### config.mk
export PLATFORM = sky130hd
export DESIGN_NAME = damage_calc
export DESIGN_NICKNAME = d
export VERILOG_FILES = /design/src/rtl/damage_calc.sv
export SDC_FILE = /design/constraint.sdc
export NUM_CORES = 1
export LEC_CHECK = 0
export CORE_UTILIZATION = 48
export CTS_CLUSTER_SIZE = 40
export DETAILED_ROUTE_END_ITERATION = 10
export PLACE_DENSITY = 0.74
export SETUP_SLACK_MARGIN = 0.02
export SYNTH_ARGS = -nofsm -noshare
export SYNTH_HDL_FRONTEND = slang
export SYNTH_SLANG_ARGS = --single-unit
### constraint.sdc
create_clock -name clk -period 2.9 [get_ports clk]
set_input_delay 0.58 -clock clk [delete_from_list [all_inputs] [get_ports clk]]
set_output_delay 0.58 -clock clk [all_outputs]
set_load 0.02 [all_outputs]
### src/rtl/damage_calc.sv
// Per-turn combat damage engine: walks every lane of the lane store, computes
// the damage dealt to front units and the damage that reaches each base.
module damage_calc #(
   parameter int NUM_LANES = 8,
   parameter int ATK_W     = 6,
   parameter int HP_W      = 8,
   parameter int BASE_W    = 12,
   localparam int AW       = (NUM_LANES > 1) ? $clog2(NUM_LANES) : 1
) (
   input  logic              clk,
   input  logic              reset,
   input  logic              damageSCEN,
   output logic [AW-1:0]     lane_addr,
   input  logic              p1_occ,
   input  logic              p2_occ,
   input  logic [ATK_W-1:0]  p1_atk,
   input  logic [ATK_W-1:0]  p1_def,
   input  logic [ATK_W-1:0]  p2_atk,
   input  logic [ATK_W-1:0]  p2_def,
   output logic              dmg_we,
   output logic [AW-1:0]     dmg_addr,
   output logic [HP_W-1:0]   dmg_to_p1,
   output logic [HP_W-1:0]   dmg_to_p2,
   output logic [BASE_W-1:0] base_dmg_p1,
   output logic [BASE_W-1:0] base_dmg_p2,
   output logic              damageCalcDone
);

   localparam int MW = (ATK_W > HP_W) ? ATK_W : HP_W;
   localparam int SW = ((BASE_W > ATK_W) ? BASE_W : ATK_W) + 1;
   localparam logic [AW-1:0] LAST_LANE = AW'(NUM_LANES - 1);

   typedef enum logic [2:0] {
      IDLE    = 3'd0,
      FETCH   = 3'd1,
      COMPUTE = 3'd2,
      WRITE   = 3'd3,
      DONE    = 3'd4
   } state_t;

   state_t            state;
   logic              occ1_r;
   logic              occ2_r;
   logic [ATK_W-1:0]  atk1_r;
   logic [ATK_W-1:0]  def1_r;
   logic [ATK_W-1:0]  atk2_r;
   logic [ATK_W-1:0]  def2_r;

   // A hit always lands for at least 1; results wider than HP_W clip to the max.
   function automatic logic [HP_W-1:0] unit_dmg(input logic [ATK_W-1:0] a,
                                                input logic [ATK_W-1:0] d);
      logic [MW-1:0] diff;
      logic [MW-1:0] hp_max;
      diff   = MW'(a) - MW'(d);
      hp_max = MW'({HP_W{1'b1}});
      if (a <= d) begin
         unit_dmg = HP_W'(1'b1);
      end else if (diff > hp_max) begin
         unit_dmg = {HP_W{1'b1}};
      end else begin
         unit_dmg = diff[HP_W-1:0];
      end
   endfunction

   function automatic logic [BASE_W-1:0] sat_add(input logic [BASE_W-1:0] acc,
                                                 input logic [ATK_W-1:0]  inc);
      logic [SW-1:0] sum;
      sum = SW'(acc) + SW'(inc);
      if (sum > SW'({BASE_W{1'b1}})) begin
         sat_add = {BASE_W{1'b1}};
      end else begin
         sat_add = sum[BASE_W-1:0];
      end
   endfunction

   // Lane-scan FSM; lane_addr doubles as the lane counter.
   always_ff @(posedge clk or posedge reset) begin
      if (reset) begin
         state          <= IDLE;
         lane_addr      <= '0;
         dmg_addr       <= '0;
         dmg_we         <= 1'b0;
         dmg_to_p1      <= '0;
         dmg_to_p2      <= '0;
         base_dmg_p1    <= '0;
         base_dmg_p2    <= '0;
         damageCalcDone <= 1'b0;
         occ1_r         <= 1'b0;
         occ2_r         <= 1'b0;
         atk1_r         <= '0;
         def1_r         <= '0;
         atk2_r         <= '0;
         def2_r         <= '0;
      end else begin
         case (state)
            IDLE: begin
               if (damageSCEN) begin
                  base_dmg_p1 <= '0;
                  base_dmg_p2 <= '0;
                  lane_addr   <= '0;
                  state       <= FETCH;
               end else begin
                  state <= IDLE;
               end
            end
            FETCH: begin
               occ1_r <= p1_occ;
               occ2_r <= p2_occ;
               atk1_r <= p1_atk;
               def1_r <= p1_def;
               atk2_r <= p2_atk;
               def2_r <= p2_def;
               state  <= COMPUTE;
            end
            COMPUTE: begin
               dmg_addr <= lane_addr;
               state    <= WRITE;
               case ({occ1_r, occ2_r})
                  2'b11: begin
                     dmg_to_p2 <= unit_dmg(atk1_r, def2_r);
                     dmg_to_p1 <= unit_dmg(atk2_r, def1_r);
                     dmg_we    <= 1'b1;
                  end
                  2'b10: begin
                     dmg_to_p1   <= '0;
                     dmg_to_p2   <= '0;
                     dmg_we      <= 1'b0;
                     base_dmg_p2 <= sat_add(base_dmg_p2, atk1_r);
                  end
                  2'b01: begin
                     dmg_to_p1   <= '0;
                     dmg_to_p2   <= '0;
                     dmg_we      <= 1'b0;
                     base_dmg_p1 <= sat_add(base_dmg_p1, atk2_r);
                  end
                  default: begin
                     dmg_to_p1 <= '0;
                     dmg_to_p2 <= '0;
                     dmg_we    <= 1'b0;
                  end
               endcase
            end
            WRITE: begin
               dmg_we <= 1'b0;
               if (lane_addr == LAST_LANE) begin
                  state <= DONE;
               end else begin
                  lane_addr <= lane_addr + AW'(1);
                  state     <= FETCH;
               end
            end
            DONE: begin
               // Done rises one edge after entry so it lands on E(3*NUM_LANES+1).
               if (damageSCEN) begin
                  damageCalcDone <= 1'b0;
                  base_dmg_p1    <= '0;
                  base_dmg_p2    <= '0;
                  lane_addr      <= '0;
                  state          <= FETCH;
               end else begin
                  damageCalcDone <= 1'b1;
                  state          <= DONE;
               end
            end
            default: begin
               state          <= IDLE;
               dmg_we         <= 1'b0;
               damageCalcDone <= 1'b0;
            end
         endcase
      end
   end

endmodule
### Yosys cells after proc, flatten, opt, wreduce, memory -nomap -nowiden

Cells that the tools add are included.

* add/subtract/negate cells: 5
* reductions and logical operators: 9
* mux-type cells: 24
* equality and inequality tests: 12
* order comparisons: 6

Operators by type and width (count)
* $mux 12: 5
* $mux 8: 6
* $pmux 12 s2: 2
* $add 12x6->13: 2
* $gt 13x12->1 const B: 2
* $gt 8x8->1 const B: 2
* $pmux 3 s5: 1
* $sub 6x6->7: 2
* $le 6x6->1: 2
* $mux 3: 4
* $reduce_and 3->1: 3
* $eq 3x2->1 const B: 2
* $eq 3x3->1 const B: 2
* $pmux 3 s2: 1
* $eq 2x2->1 const B: 2
* $ne 2x1->1 const B: 2
* $ne 2x2->1 const B: 2
* $pmux 1 s2: 2
* $reduce_bool 2->1: 2
* $reduce_or 4->1: 1
* $add 3x1->3 const B: 1
* $eq 3x1->1 const B: 1
* $logic_not 3->1: 1
* $mux 1: 3
* 3 further kinds: 3

* output and inout bits: 48
* logic and storage cells: 71
* bits in registers: 77
* input port bits: 29

### Depth between registers and ports, before layout

Gate-level depths: netlist (run 1).

* depth after elaboration: 5
* depth in mapped cells: 9
* gate-level depth less buffers: 9

### Worst setup path before layout (run 1)

OpenSTA, ideal clock, no wires.

* kind: reg-to-reg
* start: reg base_dmg_p2[0]
* end: reg base_dmg_p2[7]
* clock period less this slack: 2.036 ns
* data arrival time: 1.915 ns
* data required time: 2.779 ns
* cell stages (with the launch flop): 9
* library setup time: 0.121 ns
* setup slack: 0.864 ns
* buffers on the path: 0
* cell sequence: dfrtp_1 -> ha_1 -> inv_1 -> fa_1 -> nor2b_1 -> o31a_1 -> o211ai_2 -> o21ai_0 -> a22o_1

* longest elaborated chain between the ends: 5

RTL lines
* from (decl): line 25 `output logic [BASE_W-1:0] base_dmg_p2,`
* from (signal assigned): line 128 `base_dmg_p2 <= sat_add(base_dmg_p2, atk1_r);`
* $add 12x6->13 *: line 68 `sum = SW'(acc) + SW'(inc);`
* $gt 13x12->1: line 69 `if (sum > SW'({BASE_W{1'b1}})) begin`
* $mux 12 *: line 69
* $mux 12 *: line 118 `case ({occ1_r, occ2_r})`
* $pmux 12 s2 *: line 95 `case (state)`

Mark *: on every way between the ends. The rest lies on a longest branch, timed or not. The select of a mux whose other input is x is not followed.
A chain may end at the register's enable or synchronous reset.

### Worst setup path in the final report (run 1)

* start: reg base_dmg_p1[0]
* end: reg base_dmg_p1[11]

* longest elaborated chain between the ends: 5

RTL lines
* from (decl): line 24 `output logic [BASE_W-1:0] base_dmg_p1,`
* from (signal assigned): line 134 `base_dmg_p1 <= sat_add(base_dmg_p1, atk2_r);`
* $add 12x6->13 *: line 68
* $gt 13x12->1: line 69
* $mux 12 *: line 69
* $mux 12 *: line 118
* $pmux 12 s2 *: line 95

Marked as above.

==> metrics.md, run 1 <==
| Metric | Value |
|---|---|
| Outcome | completed |
| Post-CTS setup buffers | 0 |
| Post-detailed-placement cell area | 0.00508 sq mm |
| N_diodes | 0 |
| Crit path from | base_dmg_p1[0] |
| Yosys cell types | 50 |
| Grt ovf | 0 |
| Multi-input combinational cell area | 0.00217 sq mm |
| WL per Instance | 15.4 microns |
| Top fanout value on the critical path | 9 |
| Vias | 3475 |
| # fillers | 701 |
| Clk sink count | 75 |
| Peak Freq | 457 MHz |
| Asr flop ratio synth | 100% |
| Synthesized cell area | 0.00422 sq mm |
| CTS Hold Buffers Added | 0 |
| CP max stage cell | fa_1 |
| Num CTS Buffers | 9 |
| Area Growth Syn to Fin | 25.4% |
| Max transition margin | 51.4% |
| Storage element area | 0.00188 sq mm |
| Number of synthesized flops with an enable pin | 0 |
| Initial antenna violation count | 0 |
| Max-cap violations | 0 |
| Final TNS setup | 0 ns |
| First-pass GRT wire length | 15800 microns |
| Ys flop type | dfrtp_1 |
| Final layout net count | 566 |
| CTS Buffer Depth | 2 |
| Sequential fraction of the synthesis area | 44.5% |
| Die width | 95.7 microns |
| Die Ht | 95.7 microns |
| Post-Route WL | 9520 microns |
| Hold path startpoint | dmg_to_p2[0] |
| CTS tree | done |
| Crit path time final | 2.19 ns |
| Top cell by count, worst path | o31a_1 |
| # IOs | 77 |
| Worst path arrival time | 2.46 ns |
| CP startpoint kind | flip-flop |
| Layout cells sized above 1 | 8.22% |
| Die area | 0.00917 sq mm |
| Starting Density | 50.6% |
| GRT Util Overall | 22.4% |
| Worst R2R Start | base_dmg_p1[0] |
| 1st-iter DRT viols | 101 |
| Pin count of the biggest net entering global routing | 42 |
| RSZ-0062 raised after global routing | false |
| Crit share post-route | 75.5% |
| Worst Tran Pin Value | 0.728 ns |
| Detail Placement HPWL | 6950 microns |
| CTS HTree Levels | 3 |
| Clock Latency Late Sink | 0.34 ns |
| Vias in the first global route | 3431 |
| Most frequent cells in the layout | clkdlybuf4s50_1 (76), dfrtp_1 (75), nand2_1 (58) |
| Synth Instances | 430 |
| Leakage | 0.00242 uW |
| Hold violation count in the final report | 0 |
| DRC errors left | 0 |
| Seq cells post-synth | 75 |
| CTS root buffer | clkbuf_8 |
| Post-route ant nets | 0 |
| Register clock-pin slew on the reported worst setup and hold paths | 0.07 ns |
| Post-CTS Resized | 0 |
| Setup Viol. Count Final | 0 |
| Peak supply drop | 0.000677 V |
| Vias per cell | 5.64 |
| Core Area | 0.00834 sq mm |
| Worst min path class | flip-flop to flip-flop |
| Syn_area_per_cell | 9.81 sq um |
| Synthesized netlist net count | 489 |
| Pwr dens | 1120 mW/mm^2 |
| Worst setup EP type | flip-flop |
| Core Rows | 33 |
| Crit-path max cell delay | 0.40 ns |
| Critical Path RT | 3.17 ns |
| Worst path cell trace | ha_1, inv_1, fa_1, nor2b_1, o31a_1, o31a_1, nand2_1, nand4_1 |
| Type of the worst setup path | flip-flop to flip-flop |
| Count of pins over their slew limit | 0 |
| Most common cell after layout, fill and taps aside | clkdlybuf4s50_1 |
| DRT Pass-1 Iters | 4 |
| Clock skew | 0.00921 ns |
| Port buffer count | 76 |
| Post-Layout Inst Area | 0.00529 sq mm |
| Synth warnings | 0 |
| Placer Congestion | 0.880 |
[where the power goes]
part | internal (uW) | total [uW] | switching, uW
registers | 1440 | 1780 | 340
clock network | 479 | 863 | 384
logic | 1510 | 3300 | 1790
[kinds of logic (layout without fill, tap and decap cells)]
| logic type | after synthesis | count (layout) | synth area share [%] |
|---|---|---|---|
| and+or+nand+nor | 114 | 114 | 13.3 |
| muxes | 13 | 13 | 3.47 |
| AOI/OAI and AO/OA | 144 | 144 | 22.5 |
| DFF | 75 | 75 | 44.5 |
| xor gates and xnor gates | 11 | 11 | 2.28 |
| adders and majority gates | 30 | 30 | 9.61 |
| buffers and inverters | 43 | 124 | 4.24 |
[worst max-delay path: cells and delay by family, from the launching register on]
| kind | cells | cell delay (ns) |
|---|---|---|
| flip-flops | 1 | 0.37 |
| buffers and inverters | 1 | 0.06 |
| AND/OR/NAND/NOR | 3 | 0.47 |
| AO/OA/AOI/OAI | 2 | 0.60 |
| adder cells (fa/ha/maj) | 2 | 0.60 |
[through the flow]
stage               setup WS (ns)  hold WS (ns)  utilization (%)  total power (uW)  cells
finish                      0.712         0.488             63.4              5950    616
global route                0.540         0.525             63.4              6440    616
CTS                         0.721         0.495             63.4              5970    616
global placement            0.744         0.464             61.0              4950    601
floorplan                   0.410         0.485                -              4100    430
detailed placement          0.684         0.471             61.0              5060    601
[sequential cells by signal, summed over array words and instances (netlist names)]
register	cells
dmg_addr	3
base_dmg_p2	12
atk2_r	6
lane_addr	3
state	3
def2_r	6
dmg_we	1
occ1_r	1
occ2_r	1
dmg_to_p1	7
base_dmg_p1	12
def1_r	6
dmg_to_p2	7
atk1_r	6
damageCalcDone	1
[Yosys cell counts, types with 5 or more instances]
cell	n	area [sq um]
mux2_2	13	146
nor2_1	9	33.8
o21a_1	9	67.6
xor2_1	5	43.8
and3_1	5	31.3
o211ai_1	7	52.6
nor3_1	5	25.0
nor2b_1	10	62.6
a21o_1	11	82.6
dfrtp_1	75	1880
buf_2	8	40.0
o21ai_0	44	220
ha_1	26	325
nand2_1	58	218
a22o_1	13	114
inv_1	30	113
nand4_1	5	31.3
xnor2_1	6	52.6
a21oi_1	28	140
[layer usage]
| layer | track usage, % | part of all wire (%) |
|---|---|---|
| met1 | 29.2 | 47 |
| met4 | 7.96 | 1.2 |
| met5 | 0 | 0 |
| met2 | 37.4 | 48 |
| met3 | 4.11 | 4.0 |
[worst paths after layout]
path	endpoint	slack (ns)	cells after the start
worst max-delay path	base_dmg_p1[11]	0.71	8
min in group asynchronous	atk1_r[0]	0.64	2
max in group asynchronous	dmg_to_p2[6]	1.58	3
worst min-delay path	dmg_to_p2[0]	0.49	2
worst max register to register	base_dmg_p1[11]	0.71	8
worst min register to register	dmg_to_p2[0]	0.49	2
[final cells by class]
class	count	area share [%]
Multi-Input combinational cell	312	41.0
Tap cell	105	2.48
Sequential cell	75	35.5
Inverter	30	2.13
Clock buffer	10	2.41
Clock inverter	5	1.49
Timing Repair Buffer	79	15.0
Note: power is estimated with default switching activity, not from simulation.
==> run 2: changes to the inputs <==
==> constraint.sdc (replaced) <==
create_clock -name clk -period 2.2 [get_ports clk]
set_input_delay 0.44 -clock clk [delete_from_list [all_inputs] [get_ports clk]]
set_output_delay 0.44 -clock clk [all_outputs]
set_load 0.02 [all_outputs]
==> metrics.md, run 2 (synthesis gave the netlist of run 1 again) <==
| Metric | Value |
|---|---|
| Outcome | completed |
| DRT Pass-1 Iters | 4 (unchanged) |
| Worst path arrival time | 2.36 ns (-0.10 ns) |
| Critical path depth | 8 (unchanged) |
| Final layout net count | 573 (+1.2%) |
| Worst setup EP type | flip-flop |
| Die Ht | 95.7 microns (unchanged) |
| Reg2reg path depth | 8 (unchanged) |
| Peak Freq | 472 MHz (+3.2%) |
| Vias per cell | 5.60 (-0.71%) |
| Biggest regs | base_dmg_p1 x12, base_dmg_p2 x12 |
| Worst Slack Setup Final | 0.0793 ns (-0.632 ns) |
| Worst min path class | input port to asynchronous set/reset pin |
| Top Family by Delay on Critical Path | compound AO/OA/AOI/OAI gates |
| Clock Latency Late Sink | 0.36 ns (+0.02 ns) |
| Most common cell after layout, fill and taps aside | clkdlybuf4s50_1 |
| Crit-path max cell delay | 0.40 ns (about the same) |
| Type of the worst setup path | flip-flop to flip-flop |
| Clock skew | 0.00913 ns (-0.0000871 ns) |
| Core Area | 0.00834 sq mm (unchanged) |
| Placer Congestion | 0.837 (-4.9%) |
| Port buffer count | 76 (unchanged) |
| Cell Count, Final, Fillers Out | 624 (+1.3%) |
| Initial antenna violation count | 0 (unchanged) |
| RSZ-0062 raised after global routing | false |
| Most frequent cells in the layout | clkdlybuf4s50_1 (76), dfrtp_1 (75), nand2_1 (58) |
| Clock network fraction of total power | 16.1% (+1.6 points) |
| Starting Density | 50.6% (unchanged) |
| Final TNS setup | 0 ns (unchanged) |
| Final core utilization | 65.1% (+1.7 points) |
| Setup Viol. Count Final | 0 (unchanged) |
| Post-Route WL | 9660 microns (+1.5%) |
| Critical Path RT | 2.44 ns (-0.73 ns) |
| Detail Placement HPWL | 7130 microns (+2.6%) |
| Peak supply drop | 0.000845 V (+25%) |
| Post-route ant nets | 0 (unchanged) |
| Worst path cell trace | ha_1, inv_1, fa_2, nor2b_2, o31a_1, or2_2, a41oi_1, a21oi_1 |
| Top fanout value on the critical path | 4 (-5) |
| N_diodes | 0 (unchanged) |
| Pwr dens | 1500 mW/mm^2 (+33%) |
| Switching Share | 41.4% (-0.84 points) |
| Num CTS Buffers | 9 (unchanged) |
| CTS root buffer | clkbuf_8 |
| Max-cap violations | 0 (unchanged) |
| Switching pwr | 3360 uW (+34%) |
| Layout cells sized above 1 | 10.2% (+2.0 points) |
| WL per Instance | 15.5 microns (+0.18%) |
| Sequential power share | 28.7% (-1.3 points) |
| Logic pwr share | 55.2% (-0.3 points) |
| Vias in the first global route | 3391 (-1.2%) |
| First-pass GRT wire length | 15500 microns (-2.0%) |
| Register clock-pin slew on the reported worst setup and hold paths | 0.08 ns (about the same) |
| CTS tree | done |
| Clk sink count | 75 (unchanged) |
| Worst path buffer plus inverter count | 1 (unchanged) |
| Crit share post-route | 96.4% (+21 points) |
| 1st-iter DRT viols | 85 (-16%) |
| Core Rows | 33 (unchanged) |
| Hold violation count in the final report | 0 (unchanged) |
| CTS HTree Levels | 3 (unchanged) |
| Die area | 0.00917 sq mm (unchanged) |
| Max transition margin | 52.4% (+0.99 points) |
| Placed Cells | 605 (+0.67%) |
| Count of pins over their slew limit | 0 (unchanged) |
| Worst Tran Pin Value | 0.714 ns (-0.0148 ns) |
| Grt ovf | 0 (unchanged) |
| Leakage | 0.00247 uW (+2.1%) |
| Die width | 95.7 microns (unchanged) |
| DRC errors left | 0 (unchanged) |
| Area Growth Syn to Fin | 28.7% |
| CP max stage cell | dfrtp_1 |
| Crit path time final | 2.12 ns (-0.0676 ns) |
| CTS Buffer Depth | 2 (unchanged) |
| Setup WS pre-CTS | 0.0921 ns (-0.592 ns) |
| Vias | 3495 (+0.58%) |
| CP startpoint kind | flip-flop |
| Design Power | 8120 uW (+36%) |
| Pin count of the biggest net entering global routing | 42 (unchanged) |
| Pint | 4750 uW (+38%) |
| # IOs | 77 (unchanged) |
| GRT Util Overall | 22.1% (-0.30 points) |
-- run 2: cell types whose count changed in the layout (fill, tap and decap cells not counted), sizes merged --
cell	before	now
clkinvlp	0	1
bufinv	2	3
inv	30	29
clkbuf	10	11
clkinv	3	2
buf	3	10
-- run 2: final timing paths --
kind	startpoint	end	slack (ns)
hold / removal	reset	atk2_r[3]	0.48
max in group asynchronous	reset	base_dmg_p2[3]	1.16
setup reg to reg	base_dmg_p2[0]	base_dmg_p2[8]	0.08
min in group clk	dmg_addr[1]	dmg_addr[1]	0.48
hold reg to reg	dmg_addr[1]	dmg_addr[1]	0.48
setup / recovery	base_dmg_p2[0]	base_dmg_p2[8]	0.08
-- run 2: layout make-up --
cell class | count | area (sq um)
Sequential cell | 75 | 1880
Fill cell | 682 | 2910
Multi-Input combinational cell | 312 | 2190
Clock inverter | 5 | 100
Inverter | 30 | 116
Clock buffer | 11 | 141
Tap cell | 105 | 131
Timing Repair Buffer | 86 | 873
-- run 2: power groups by stage --
stage | clock, uW | sequential (uW) | combinational [uW]
2_1_floorplan | 0 | 2560 | 2850
3_3_place_gp | 0 | 2340 | 4280
3_5_place_dp | 0 | 2360 | 4420
4_1_cts | 1320 | 2340 | 4450
5_1_grt | 1380 | 2400 | 4980
6_report | 1300 | 2330 | 4480
-- run 2: stage by stage --
step | hold slack, ns | instance area (sq um)
final | 0.482 | 5430
after global routing | 0.510 | 5430
after CTS | 0.488 | 5380
after detailed placement | 0.466 | 5140
after global placement | 0.463 | 5140
after floorplan | 0.485 | 4220
-- run 2: worst reg2reg max path, cell delays in order (launching register included) --
cell,delay [ns]
dfrtp_1,0.40
ha_1,0.24
inv_1,0.08
fa_2,0.22
nor2b_2,0.06
o31a_1,0.36
or2_2,0.36
a41oi_1,0.22
a21oi_1,0.06
-- run 2: repair_timing --
action / in CTS / in global routing
hold buffers: 0 / 0
gates resized for setup: 0 / 8
buffers inserted: 0 / 3
endpoints found under the setup margin: 0 / 14
-- run 2: metal layers --
layer	vias up	share of wire (%)	global-route usage (%)	wire, microns
li1	1712	-	-	-
met1	1688	48	29.8	4610
met3	11	4.5	4.34	435
met4	0	1.3	7.96	126
met2	84	46	35.4	4480
met5	-	0	0	0
==> run 3: changes to the inputs <==
--- a/config.mk
+++ b/config.mk
@@ -6,6 +6,7 @@
 export NUM_CORES = 1
 export LEC_CHECK = 0
 export CORE_UTILIZATION = 48
+export CTS_CLUSTER_DIAMETER = 100
 export CTS_CLUSTER_SIZE = 40
 export DETAILED_ROUTE_END_ITERATION = 10
 export PLACE_DENSITY = 0.74
==> results of run 3 <==
No change in the layout: final DEF, timing and power equal those of run 2.
